## src/rtl/mult_result_accum.sv

```systemverilog
// Frame accumulator behind the signed 8x8 multiplier: sums ACC_LEN products into a
// single-entry valid/ready output register. Optional clamping via MULT_ACCUM_SATURATE_EN.
module mult_result_accum #(
    parameter int ACC_LEN = 8,
    parameter int ACC_W   = 24
) (
    input  logic                    Clock_20M,
    input  logic                    Rst,
    input  logic                    In_Valid,
    input  logic signed [15:0]      In_Data,
    input  logic                    In_Clear,
    output logic                    Out_Valid,
    input  logic                    Out_Ready,
    output logic signed [ACC_W-1:0] Out_Data,
    output logic                    Out_Overflow,
    output logic                    Overrun,
    output logic                    Busy,
    output logic [7:0]              Frame_Cnt
);

    typedef enum logic {ST_IDLE, ST_ACC} state_t;

    state_t                  state_q, state_d;
    logic signed [ACC_W-1:0] acc_q, acc_d;
    logic [7:0]              cnt_q, cnt_d;
    logic                    frame_ovf_q, frame_ovf_d;
    logic                    out_valid_q, out_valid_d;
    logic signed [ACC_W-1:0] out_data_q, out_data_d;
    logic                    out_ovf_q, out_ovf_d;
    logic                    overrun_q, overrun_d;

    logic signed [ACC_W-1:0] acc_base;
    logic                    ovf_base;
    logic signed [ACC_W-1:0] add_res;
    logic                    add_ovf;
    logic                    out_free;

    localparam logic [7:0] LAST_CNT = 8'(ACC_LEN - 1);

    function automatic logic signed [ACC_W-1:0] sext_in(input logic signed [15:0] d);
        return ACC_W'(d);
    endfunction

`ifdef MULT_ACCUM_SATURATE_EN
    function automatic logic signed [ACC_W:0] add_wide(input logic signed [ACC_W-1:0] a,
                                                       input logic signed [15:0] b);
        return {a[ACC_W-1], a} + {{(ACC_W-15){b[15]}}, b};
    endfunction

    function automatic logic sum_ovf(input logic signed [ACC_W:0] s);
        return s[ACC_W] ^ s[ACC_W-1];
    endfunction

    // Clamp toward the sign of the true (ACC_W+1)-bit result.
    function automatic logic signed [ACC_W-1:0] sat_result(input logic signed [ACC_W:0] s);
        if (!sum_ovf(s))
            return s[ACC_W-1:0];
        else if (s[ACC_W])
            return {1'b1, {(ACC_W-1){1'b0}}};
        else
            return {1'b0, {(ACC_W-1){1'b1}}};
    endfunction

    logic signed [ACC_W:0] sum_wide;
    always_comb begin
        sum_wide = add_wide(acc_base, In_Data);
        add_res  = sat_result(sum_wide);
        add_ovf  = sum_ovf(sum_wide);
    end
`else
    always_comb begin
        add_res = acc_base + sext_in(In_Data);
        add_ovf = 1'b0;
    end
`endif

    // A new frame starts from zero regardless of any residue in acc_q.
    assign acc_base = (state_q == ST_IDLE) ? '0 : acc_q;
    assign ovf_base = (state_q == ST_IDLE) ? 1'b0 : frame_ovf_q;
    assign out_free = !out_valid_q || Out_Ready;

    always_comb begin
        state_d     = state_q;
        acc_d       = acc_q;
        cnt_d       = cnt_q;
        frame_ovf_d = frame_ovf_q;
        out_valid_d = out_valid_q;
        out_data_d  = out_data_q;
        out_ovf_d   = out_ovf_q;
        overrun_d   = overrun_q;

        if (out_valid_q && Out_Ready)
            out_valid_d = 1'b0;

        if (In_Clear) begin
            state_d     = ST_IDLE;
            acc_d       = '0;
            cnt_d       = '0;
            frame_ovf_d = 1'b0;
        end else if (In_Valid) begin
            if (state_q == ST_IDLE) begin
                state_d     = ST_ACC;
                acc_d       = add_res;
                cnt_d       = 8'd1;
                frame_ovf_d = add_ovf;
            end else if (cnt_q == LAST_CNT) begin
                state_d     = ST_IDLE;
                acc_d       = '0;
                cnt_d       = '0;
                frame_ovf_d = 1'b0;
                if (out_free) begin
                    out_valid_d = 1'b1;
                    out_data_d  = add_res;
                    out_ovf_d   = ovf_base | add_ovf;
                end else begin
                    overrun_d = 1'b1;
                end
            end else begin
                acc_d       = add_res;
                cnt_d       = cnt_q + 8'd1;
                frame_ovf_d = ovf_base | add_ovf;
            end
        end
    end

    always_ff @(posedge Clock_20M) begin
        if (Rst) begin
            state_q     <= ST_IDLE;
            acc_q       <= '0;
            cnt_q       <= '0;
            frame_ovf_q <= 1'b0;
            out_valid_q <= 1'b0;
            out_data_q  <= '0;
            out_ovf_q   <= 1'b0;
            overrun_q   <= 1'b0;
        end else begin
            state_q     <= state_d;
            acc_q       <= acc_d;
            cnt_q       <= cnt_d;
            frame_ovf_q <= frame_ovf_d;
            out_valid_q <= out_valid_d;
            out_data_q  <= out_data_d;
            out_ovf_q   <= out_ovf_d;
            overrun_q   <= overrun_d;
        end
    end

    assign Out_Valid    = out_valid_q;
    assign Out_Data     = out_data_q;
    assign Out_Overflow = out_ovf_q;
    assign Overrun      = overrun_q;
    assign Busy         = (state_q == ST_ACC);
    assign Frame_Cnt    = cnt_q;

endmodule

```

## config.mk

```make
export PLATFORM = sky130hd
export DESIGN_NAME = mult_result_accum
export DESIGN_NICKNAME = d
export VERILOG_FILES = /design/src/rtl/mult_result_accum.sv
export SDC_FILE = /design/constraint.sdc
export NUM_CORES = 1
export LEC_CHECK = 0
export ABC_AREA = 1
export ABC_CLOCK_PERIOD_IN_PS = 2300
export CAP_MARGIN = 10
export CORE_MARGIN = 1.5
export CORE_UTILIZATION = 30
export CTS_CLUSTER_DIAMETER = 60
export CTS_CLUSTER_SIZE = 28
export DETAILED_ROUTE_END_ITERATION = 8
export GPL_TIMING_DRIVEN = 0
export SYNTH_ARGS = -nofsm -noshare
export SYNTH_HDL_FRONTEND = slang
export SYNTH_SLANG_ARGS = --single-unit
```

## constraint.sdc

```tcl
create_clock -name Clock_20M -period 2.3 [get_ports Clock_20M]
set_clock_uncertainty 0.05 [all_clocks]
set_input_delay 0.345 -clock Clock_20M [delete_from_list [all_inputs] [get_ports Clock_20M]]
set_output_delay 0.345 -clock Clock_20M [all_outputs]
set_load 0.02 [all_outputs]
```

Word level (Yosys, flattened, before mapping)
Index checks and enable logic that the tools add are counted.
Cells by class
  add/subtract/negate cells: 2
  equal/unequal tests: 2
  multiplexer cells: 15
  bitwise logic cells: 2
  reduce and logical (&&, ||, !) cells: 7
Operator list (count)
  two-way mux 24 bit: 3
  adder 24 x 16 -> 24 bit: 1
  two-way mux 8 bit: 2
  two-way mux 1 bit: 10
  AND reduction 5 bit: 2
  adder 8 x 1 -> 8 bit (second input constant): 1
  == test 8 x 3 -> 1 bit (second input constant): 1
  != test 2 x 1 -> 1 bit (second input constant): 1
  NOT 1 bit: 2
  AND reduction 2 bit: 1
  OR reduction 2 bit: 1
  logical AND 1 bit: 1
  zero test 1 bit: 1
  logical OR 1 bit: 1
Storage, ports and cells
  register bits after elaboration: 61
  input bits: 21
  logic and storage cells: 36

Logic depth before layout (Yosys ltp)
  depth after elaboration: 7
  mapped depth: 18

Least setup slack after synthesis
OpenSTA, ideal clock, no wires.
  path type: reg2reg
  start point: register state_q, in the netlist Busy
  end point: register out_data_q[16], in the netlist Out_Data[16]
  data arrival time: 2168 ps
  required time: 2135 ps
  slack: -34 ps
  cell stages (with the launch flop): 16
  path buffers: 2
  clock period less this slack: 2334 ps
  path through: dfxtp_1 -> buf_2 -> buf_2 -> nand2_1 -> inv_1 -> ha_1 -> fa_1 -> nand2_1 -> nand2_1 -> nand3_1 -> o21ai_0 -> nand2_1 -> nand3_1 -> nand2_1 -> o21ai_0 -> inv_1
Between the ends
  longest elaborated chain between the ends: 2
  elaborated cells between the ends (all ways): 3
  those cells by class: add/sub (1); mux (1); reduce/logical (1)
RTL lines
  start: declaration: RTL line 23  | state_t state_q, state_d;
  start signal: assignment: RTL line 137  | state_q <= state_d;
  two-way mux 24 bit: RTL line 78  | assign acc_base = (state_q == ST_IDLE) ? '0 : acc_q;
  adder 24 x 16 -> 24 bit: RTL line 72  | add_res = acc_base + sext_in(In_Data);
  end signal: assignment: RTL line 142  | out_data_q <= out_data_d;
  end: declaration: RTL line 28  | logic signed [ACC_W-1:0] out_data_q, out_data_d;
Parallel ways exist; a longest one is shown, timed or not.
A chain may end at the register's enable or synchronous reset.

Worst setup path after layout
  start point: register state_q, in the netlist Busy
  end point: register out_data_q[12], in the netlist Out_Data[12]
The elaborated chain is that of the path after synthesis.

==> results.md <==
Placement:
- The placed instance area is 4996 sq um.
- The HPWL after detailed placement is between 9000 and 10000 microns.
- The worst-case setup slack after placement is -350.6 ps.
- The number of port buffers is between 50 and 60.
- The final estimated routing congestion in global placement is around 0.85.
- The total instance count after detailed placement is 939.

Synthesis:
- The dominant register cell in the synthesized netlist is dfxtp_1.
- Counting flops and latches in the post-synthesis netlist gives 59.
- In this run, distinct cell masters in the synthesized netlist total 36.
- The cell count after synthesis is ~700.
- Yosys printed 0 warnings.
- Ranked by total cell area, the synthesized netlist is headed by dfxtp_1, nand2_1, inv_1.
- The sequential fraction of the synthesis area is 28.01%.
- The number of flops mapped to enable cells by yosys is 0.
- The number of nets handed over by synthesis was 750.
- In this run the biggest area consumer among cell types represents 28.01% of the synthesized area.
- The synthesized design spends more area on one cell type than any other, namely dfxtp_1.
- In this run the mean area of a mapped cell was 5.989 sq um.
- The mapped netlist covers 4217 sq um.
- The async set-or-reset flop fraction in the synthesized netlist is 0%.

Setup path:
- The gate family responsible for the most delay along the worst path is simple AND/OR/NAND/NOR gates.
- Walking the worst path, the cells encountered are buf_8 -> buf_8 -> nand2_1 -> inv_1 -> ha_4 -> fa_2 -> nand2_2 -> nand2_2 -> and2_4 -> nand2_1 -> nand3_2 -> xor2_2 -> o21ai_1 -> inv_1.
- The worst setup path is launched from a flip-flop.
- The worst endpoint required time is around 2500 ps.
- The cell with the largest stage delay on the worst path is fa_2.
- Together, buffers and inverters on the worst path number 4.
- The highest cell delay on the worst timing path is between 300 and 400 ps.
- The kind of end point of the critical path is a flip-flop.
- At the worst endpoint, the arrival time is 2400 ps.
- The maximum fanout along the worst path is 7.
- By startpoint and endpoint, the worst setup path is classified as reg -> reg.

Power and ir drop:
- Power comes to 2.801 mW.
- In this run the power density over the cells is 476.6 nW/um^2.
- Summed over all cells, the static leakage comes to 2.873 nW.
- VDD sags by at most between 0.0003 and 0.0004 V.

Layout:
- The post-route netlist has roughly 17% of its cells at a drive strength greater than 1.
- The number of inserted diodes is 0.
- The final standard cell utilization of the core is 42.67%.
- The count of filler cells inserted in the layout is 1474.
- The finished layout holds 962 standard cells, fillers aside.
- In the layout the commonest cells are nand2_1, inv_1, dfxtp_1, clkdlybuf4s50_1, nor2_1.
- The area growth from synthesis to layout is 39.38%.
- In the final design database the tool counted 824 nets.
- With fillers left out, the area of the finished cells amounts to 5877 sq um.
- The library cell used most frequently in the layout, excluding fill and tap cells, is nand2_1.

Timing:
- Setup violations remaining at the end of the flow were counted as 0.
- The relative max-transition margin is approximately 54%.
- The tightest hold path in the finished design has a slack of between 400 and 500 ps.
- Subtracting the final worst setup slack from the clock period gives 2221 ps.
- Across all setup checks in the final design, the least slack found is roughly 79 ps.
- For the pin with the worst max-slew slack, the measured transition is ~700 ps.
- The upper clock frequency limit is 0.4503 GHz.
- The worst path uses 96.56% of the clock period.
- The count of endpoints failing hold in the final timing report is 0.
- The max-slew violation count is 0.
- The final sum of negative setup slack is 0 ps.

Detailed routing:
- Once detail routing completed, the nets flagged for antenna violations numbered 0.
- The total via count after detailed routing is 4395.
- The routed wire length per instance is 13.10 microns.
- In the routed layout, each cell is associated on average with a via count of 4.569.
- The first detailed-routing pass took 5 iterations.
- After the first detailed-routing iteration, the DRC count stood at 323.
- The number of remaining DRC errors is 0.
- For this block, the routed nets add up to 12600 microns of wire.

Global route:
- The maximum number of pins on one net before global-route repair is 11.
- The total routing resource utilization after global routing is 17.44%.
- The number of antenna violations at the first check in global routing is 0.
- The wire length of the first global-routing pass is between 15000 and 20000 microns.
- The overflow left after global routing is 0.
- The via count of the first global-routing pass is 4048.

Clock tree:
- The H-tree was split into 3 levels.
- The clock-pin slew on the worst setup and hold paths is 50 ps.
- The clock tree from TritonCTS is yes.
- The insertion delay to the later sink of the worst-skew pair is around 340 ps.
- The sink count of the clock tree is 59.
- No sink is reached through more buffers than the 2 on the longest clock path.
- Counting the buffers created by CTS gives 9.
- The clock root buffer is clkbuf_16.

Floorplan:
- The effective utilization at floorplan is 30.61%.
- The floorplan step defined a die boundary enclosing 14780 sq um.
- The standard-cell row count is 43.
- In this run the horizontal extent of the chip is 121.6 microns.
- The floorplan step set the die height to 121.6 microns.
- The core region is 13770 sq um.
- The top-level port count is 57.

Outcome:
- The flow ran to the end, and the final reports show no timing, DRC or antenna violations.

Min path:
- The tightest min-delay check is of the reg -> reg type.

Flow run:
- The max-capacitance violation count is 0.
routing by layer:
layer | GRT usage (%) | share of wire, % | up-vias
met5 | 0 | 0 | -
met4 | 5.956 | 1.9 | 0
met3 | 3.792 | 5.2 | 18
met2 | 28.07 | 46 | 126
met1 | 23.10 | 47 | 1940
li1 | - | - | 2311
state kept, by name, indices dropped and copies added (netlist names):
name / cells
Busy: 1
Overrun: 1
Out_Data: 24
Frame_Cnt: 8
acc_q: 24
Out_Valid: 1
cell usage after synthesis, types with 7 or more instances:
library cell  instances
a21oi_1              44
nand3_1              36
nand2_1             262
o21ai_0              13
nor2_1               59
xor2_1               10
o21a_1               13
inv_1               126
dfxtp_1              59
clkbuf_1              7
ha_1                 24
cell type report:
class / instances / area [sq um] / area share (%)
Tap cell: 180 / 225.2 / 3.832
Clock inverter: 4 / 50.05 / 0.8516
Clock buffer: 11 / 252.7 / 4.301
Inverter: 130 / 488.0 / 8.303
Multi-Input combinational cell: 497 / 2923 / 49.73
Sequential cell: 59 / 1182 / 20.12
Buffer: 18 / 132.6 / 2.257
Timing Repair Buffer: 63 / 623.1 / 10.60
tightest hold or removal path, stage by stage (launching register included):
cell and delay (ps):
dfxtp_1 310, nand2_1 60, a21oi_1 50
power by group:
part / internal (mW) / switching, mW / leakage [nW] / total (mW)
combinational: 0.146 / 0.217 / 2.25 / 0.363
sequential: 1.04 / 0.00839 / 0.478 / 1.05
clock: 0.889 / 0.501 / 0.144 / 1.39
total: 2.07 / 0.727 / 2.87 / 2.80
repair_timing:
action / 4_1_cts / 5_1_grt
endpoints found under the hold margin: 0 / 0
setup buffers: 3 / 4
cloned: 0 / 1
pin swaps: 4 / 15
gates resized for setup: 20 / 100
hold buffers: 0 / 0
endpoints found under the setup margin: 38 / 32
path summary, 6_finish.rpt:
kind | startpoint | end | slack, ps | cells after the start
setup / recovery | Busy | Out_Data[12] | 80 | 14
hold / removal | acc_q[2] | acc_q[2] | 410 | 2
setup reg to reg | Busy | Out_Data[12] | 80 | 14
hold reg to reg | acc_q[2] | acc_q[2] | 410 | 2
logic make-up (layout without fill, tap and decap cells):
kind of cell             count (synthesis)  count (layout)  synth area share [%]
buffers and inverters                  148             226                 13.98
adder cells (fa/ha/maj)                 25              25                 7.597
other                                    1               1               0.08894
flip-flops                              59              59                 28.01
AO/OA/AOI/OAI                           81              81                 11.13
AND/OR/NAND/NOR                        379             379                 36.91
XOR/XNOR                                11              11                 2.285
No activity file was read; power rests on OpenSTA's default activity.
